<file path="config.mk">
export PLATFORM = sky130hd
export DESIGN_NAME = period_meter
export DESIGN_NICKNAME = d
export VERILOG_FILES = /design/src/rtl/period_meter_pkg.sv /design/src/rtl/period_meter_sync_rise.sv /design/src/rtl/period_meter.sv
export SDC_FILE = /design/constraint.sdc
export NUM_CORES = 1
export LEC_CHECK = 0
export BUFFER_PORTS_ARGS = -buffer_cell sky130_fd_sc_hd__buf_2
export CAP_MARGIN = 0
export CORE_MARGIN = 8
export CORE_UTILIZATION = 55
export CTS_CLUSTER_DIAMETER = 60
export DETAILED_ROUTE_END_ITERATION = 8
export MAX_ROUTING_LAYER = met4
export PLACE_DENSITY = 0.88
export SYNTH_ARGS = -nofsm -noshare
export SYNTH_HDL_FRONTEND = slang
export SYNTH_SLANG_ARGS = --single-unit
</file>
<file path="constraint.sdc">
create_clock -name clk_i -period 2.9 [get_ports clk_i]
set_input_delay 0 -clock clk_i [delete_from_list [all_inputs] [get_ports clk_i]]
set_output_delay 0 -clock clk_i [all_outputs]
set_load 0.05 [all_outputs]
</file>
<file path="src/rtl/period_meter_pkg.sv">
// rtl/period_meter_pkg.sv - shared state encoding and default sizing for period_meter
package period_meter_pkg;

  typedef enum logic [1:0] {
    IDLE,
    MEAS,
    TMO
  } pm_state_e;

  localparam int PM_CNT_W   = 26;
  localparam int PM_MAX_CNT = (1 << PM_CNT_W) - 1;

endpackage

</file>
<file path="src/rtl/period_meter_sync_rise.sv">
// rtl/period_meter_sync_rise.sv - two-flop synchroniser plus history flop, rising-edge detect
module sync_rise (
  input  logic clk_i,
  input  logic rst_ni,
  input  logic sig_i,
  output logic level_o,
  output logic rise_o
);

  logic s1;
  logic s2;
  logic s3;

  always_ff @(posedge clk_i) begin
    if (rst_ni) begin
      s1 <= 1'b0;
      s2 <= 1'b0;
      s3 <= 1'b0;
    end else begin
      s1 <= sig_i;
      s2 <= s1;
      s3 <= s2;
    end
  end

  assign level_o = s2;
  assign rise_o  = s2 & ~s3;

endmodule

</file>
<file path="src/rtl/period_meter.sv">
// rtl/period_meter.sv - period/high-time meter for a slow square wave with loss-of-signal timeout
// Optional duty measurement: define PERIOD_METER_DUTY_EN to implement hcnt and drive high_o.
module period_meter
  import period_meter_pkg::*;
#(
  parameter int CNT_W   = PM_CNT_W,
  parameter int MAX_CNT = PM_MAX_CNT
) (
  input  logic             clk_i,
  input  logic             rst_ni,
  input  logic             sig_i,
  output logic [CNT_W-1:0] period_o,
  output logic [CNT_W-1:0] high_o,
  output logic             valid_o,
  output logic             timeout_o
);

  localparam logic [CNT_W-1:0] MAX_V = CNT_W'(MAX_CNT);
  localparam logic [CNT_W-1:0] ONE_V = CNT_W'(1);

  logic level;
  logic rise;

  sync_rise u_sync_rise (
    .clk_i  (clk_i),
    .rst_ni (rst_ni),
    .sig_i  (sig_i),
    .level_o(level),
    .rise_o (rise)
  );

  pm_state_e        state_q, state_d;
  logic [CNT_W-1:0] cnt_q, cnt_d;
  logic [CNT_W-1:0] period_q, period_d;
  logic             valid_q, valid_d;
  logic [CNT_W-1:0] cnt_inc;
  logic             at_max;

  assign at_max  = (cnt_q == MAX_V);
  assign cnt_inc = at_max ? MAX_V : cnt_q + ONE_V;

`ifdef PERIOD_METER_DUTY_EN
  logic [CNT_W-1:0] hcnt_q, hcnt_d;
  logic [CNT_W-1:0] high_q, high_d;
  logic [CNT_W-1:0] hcnt_inc;

  assign hcnt_inc = (hcnt_q == MAX_V) ? MAX_V : hcnt_q + ONE_V;
`else
  logic unused_level;
  assign unused_level = level;
`endif

  // A rise always wins over the timeout check, so a period of exactly MAX_CNT is still published.
  always_comb begin
    state_d  = state_q;
    cnt_d    = cnt_q;
    period_d = period_q;
    valid_d  = 1'b0;
`ifdef PERIOD_METER_DUTY_EN
    hcnt_d   = hcnt_q;
    high_d   = high_q;
`endif
    case (state_q)
      IDLE: begin
        if (rise) begin
          cnt_d   = ONE_V;
`ifdef PERIOD_METER_DUTY_EN
          hcnt_d  = ONE_V;
`endif
          state_d = MEAS;
        end else begin
          cnt_d = cnt_inc;
          if (at_max) state_d = TMO;
        end
      end
      MEAS: begin
        if (rise) begin
          period_d = cnt_q;
          valid_d  = 1'b1;
          cnt_d    = ONE_V;
`ifdef PERIOD_METER_DUTY_EN
          high_d   = hcnt_q;
          hcnt_d   = ONE_V;
`endif
        end else begin
          cnt_d = cnt_inc;
`ifdef PERIOD_METER_DUTY_EN
          if (level) hcnt_d = hcnt_inc;
`endif
          if (at_max) state_d = TMO;
        end
      end
      TMO: begin
        // The gap that ended here is not a period, so re-arm without publishing.
        if (rise) begin
          cnt_d   = ONE_V;
`ifdef PERIOD_METER_DUTY_EN
          hcnt_d  = ONE_V;
`endif
          state_d = MEAS;
        end
      end
      default: state_d = IDLE;
    endcase
  end

  always_ff @(posedge clk_i) begin
    if (rst_ni) begin
      state_q  <= IDLE;
      cnt_q    <= '0;
      period_q <= '0;
      valid_q  <= 1'b0;
`ifdef PERIOD_METER_DUTY_EN
      hcnt_q   <= '0;
      high_q   <= '0;
`endif
    end else begin
      state_q  <= state_d;
      cnt_q    <= cnt_d;
      period_q <= period_d;
      valid_q  <= valid_d;
`ifdef PERIOD_METER_DUTY_EN
      hcnt_q   <= hcnt_d;
      high_q   <= high_d;
`endif
    end
  end

  assign period_o  = period_q;
  assign valid_o   = valid_q;
  assign timeout_o = (state_q == TMO);

`ifdef PERIOD_METER_DUTY_EN
  assign high_o = high_q;
`else
  assign high_o = '0;
`endif

endmodule

</file>
==> results.md <==
- Result of the run: finished clean
- Clk slew on worst S/H paths: about 60 ps
- Critical path fanouts, max: 17
- Avg WL per Cell: between 10 and 15 um
- Clock Tree Buf Depth: 2
- Worst-margin pin slew: 586.0 ps
- ANT nets after route: 0
- Vias in the first global route: around 2500
- Sequential Power Share: between 40% and 50%
- Cell Pwr Density: approximately 530 nW/um^2
- Crit-path slowest cell: and2_1
- Iter 0 DRT Violations: around 210
- Final Hold Vio Count: 0
- Delay of the slowest cell on the worst path: around 510 ps
- Area grow syn2layout: 9.726%
- Worst Path Arrival: 2440 ps
- Setup crit end kind: flop
- Cell taking the most area after synthesis: dfxtp_1
- Final setup violation count: 0
- Combinational power share: 7.6%
- Slew headroom: between 60 and 70%
- Fin. max-slew vios: 0
- Crit path max-delay family: simple AND/OR/NAND/NOR gates
- GR peak layer: met2
- CTS root buffer: clkbuf_8
- Core ar.: ~5100 um^2
- Met1 Track Usage GR: between 20% and 30%
- Hold Path Cell Cnt: 2
- R2r startpoint: cnt_q[0]$_SDFFE_PP0P_
- Chip Height: between 80 and 90 um
- Total negative slack: 0 ps
- Critical path class: flop to flop
- Layout cell share with drive strength beyond 1: between 10% and 20%
- Remaining Overflow, GRT: 0
- Clk pwr share: between 40% and 50%
- GR Util All Layers: 19.84%
- Synth warnings: 0
- Vias: between 2000 and 3000
- Setup Skew: 7.086 ps
- Die footprint: between 7000 and 8000 um^2
- Static Leak: about 1.3 nW
- CTS tree: built
- Internal Pwr Total: about 1.2 mW
- Post-synth EDFFs: 0
- Mapped cell area: between 2000 and 3000 um^2
- Switching pwr: 0.4290 mW
- CP required: 3170 ps
- Vias per inst: ~5.7
- Hold Path End: cnt_q[2]$_SDFFE_PP0P_
- R2R depth: 6
- Switching share of power: between 20% and 30%
- Register area share after synthesis: 40.30%
- Cells after synthesis: around 380
- Synth unique cells: 47
- Main flop type after synthesis: dfxtp_1
- Antenna violations before repair: 0
- Starting Density: between 50% and 60%
- Post-CTS Setup Inserts: 0
- Reg2reg end: cnt_q[1]$_SDFFE_PP0P_
- Maxcap violations: 0
- Final Wtd Congestion: 0.9191
- Reg-to-reg setup timing slack: 730 ps
- Post-Route WL: just over 7000 um
- Hold buffer count at CTS: 1
- CTS resizes: 0
- Post-synth ARST share: 0%
- Top cell type's share of synthesized area: 40.30%
- Hold Crit Class: primary input to flop
- Synth area leaders: dfxtp_1, nand2_1, a21oi_1
- Seq cells post-synth: 58
- RSZ-0062 raised after global routing: false
- Grt met2 use: ~30%
- Critical path launch point type: flop
- Final Cycle Share: about three quarters
- # H-tree levels: 3
- First-pass GRT wire length: ~12000 um
- Fmax achieved: between 400 and 500 MHz
- Worst Hold Launch: rst_ni
- # diodes: 0
- Die Wd: 88.38 um
- Port bufs: 30
- WP buf/inv: 0
- Clk sink count: a little under 60
- Cts bufs inserted: 9
- Syn_area_per_cell: 7.623 um^2
- Crit-path cells: ha_1 -> and3_1 -> and4_1 -> and2_1 -> o21ai_0 -> a21oi_1
- # IOs: 57
- DRC Markers: 0
- Post-layout min period: between 2000 and 2500 ps
- Drt pass-1 iters: 4
- Worst-Skew Late Latency: about 340 ps
- DP Wirelength: 4955 um
- Hold WS: approximately 160 ps
- Fin nets: about 400
- Peak VDD IR: ~0.00031 V
- GR Util met3: 3.343%
- Most frequent cell after synthesis: nand2_1
- # rows: 26
- Top post-synthesis cells by count: nand2_1, dfxtp_1, a21oi_1, buf_4, o21ai_0
- Pin count of the biggest net entering global routing: 29
[per-stage QoR]
step / area (um^2) / util [%] / power (mW) / instances / worst slack (ps)
6_report: 3162 / 62.30 / 1.675 / 476 / 729.7
5_1_grt: 3162 / 62.30 / 1.723 / 476 / 512.5
3_5_place_dp: 2950 / 58.14 / 0.9519 / 459 / 790.3
2_1_floorplan: 2975 / - / 0.9647 / 403 / 1066
4_1_cts: 3162 / 62.30 / 1.680 / 476 / 780.5
3_3_place_gp: 2950 / 58.14 / 0.9492 / 459 / 881.9
[layer usage]
layer	wire length (um)	part of all wire (%)	up-vias
li1	-	-	1325
met1	3204	45	1251
met2	3184	45	101
met3	539	7.6	18
met4	206	2.9	0
met5	0	0	-
[placed cells by master (no fill, tap or decap), types with 3 or more instances in the layout]
cell type / count
nand2_1: 77
dfxtp_1: 58
a21oi_1: 45
buf_2: 30
conb_1: 26
o21ai_0: 23
nor2_1: 19
nand3_1: 16
clkbuf_8: 14
nand4_1: 12
nor3_1: 10
buf_4: 7
and3_1: 6
and4_1: 5
a21o_1: 5
inv_1: 4
nor2b_1: 4
o311ai_0: 3
a31oi_1: 3
nor4_1: 3
[final cells by class]
cell class,instances,area (um^2)
multi-input cells,290,1484
inverters,4,15.01
clock inverters,1,5.005
clock buffers,15,196.4
flip-flops and latches,58,1161
fillers,492,1913
well taps,70,87.58
repair buffers,38,212.7
[worst max-delay path by stage]
stage                           from                     end  slack (ps)  cells past startpoint
2_1_floorplan  cnt_q[0]$_SDFFE_PP0P_   cnt_q[1]$_SDFFE_PP0P_        1070                      8
3_3_place_gp   cnt_q[0]$_SDFFE_PP0P_   cnt_q[7]$_SDFFE_PP0P_         880                      6
3_5_place_dp   cnt_q[0]$_SDFFE_PP0P_   cnt_q[1]$_SDFFE_PP0P_         790                      6
4_1_cts        cnt_q[0]$_SDFFE_PP0P_   cnt_q[1]$_SDFFE_PP0P_         780                      6
5_1_grt        cnt_q[0]$_SDFFE_PP0P_  cnt_q[11]$_SDFFE_PP0P_         510                      6
6_report       cnt_q[0]$_SDFFE_PP0P_   cnt_q[1]$_SDFFE_PP0P_         730                      6
[power groups by stage]
stage / sequential (mW) / clock, mW / combinational [mW]
finish: 0.811 / 0.736 / 0.128
global placement: 0.827 / 0 / 0.122
detailed placement: 0.828 / 0 / 0.124
CTS: 0.810 / 0.744 / 0.125
floorplan: 0.827 / 0 / 0.138
global route: 0.811 / 0.777 / 0.135
[flip-flops by register name, indices dropped and copies added (netlist names)]
register,flops
valid_o,1
cnt_q,26
u_sync_rise.s3,1
u_sync_rise.level_o,1
period_o,26
state_q,2
u_sync_rise.s1,1
[cells by family (layout without fill, tap and decap cells)]
logic type	Yosys count	in the layout	share of synthesized area, %
other	1	26	0.1301
flip-flops	58	58	40.30
adder cells (fa/ha/maj)	1	1	0.4341
buffers and inverters	55	58	11.46
AND/OR/NAND/NOR	168	168	28.44
multiplexers	1	1	0.3474
AO/OA/AOI/OAI	94	94	18.89
(Power assumes the default switching activity.)
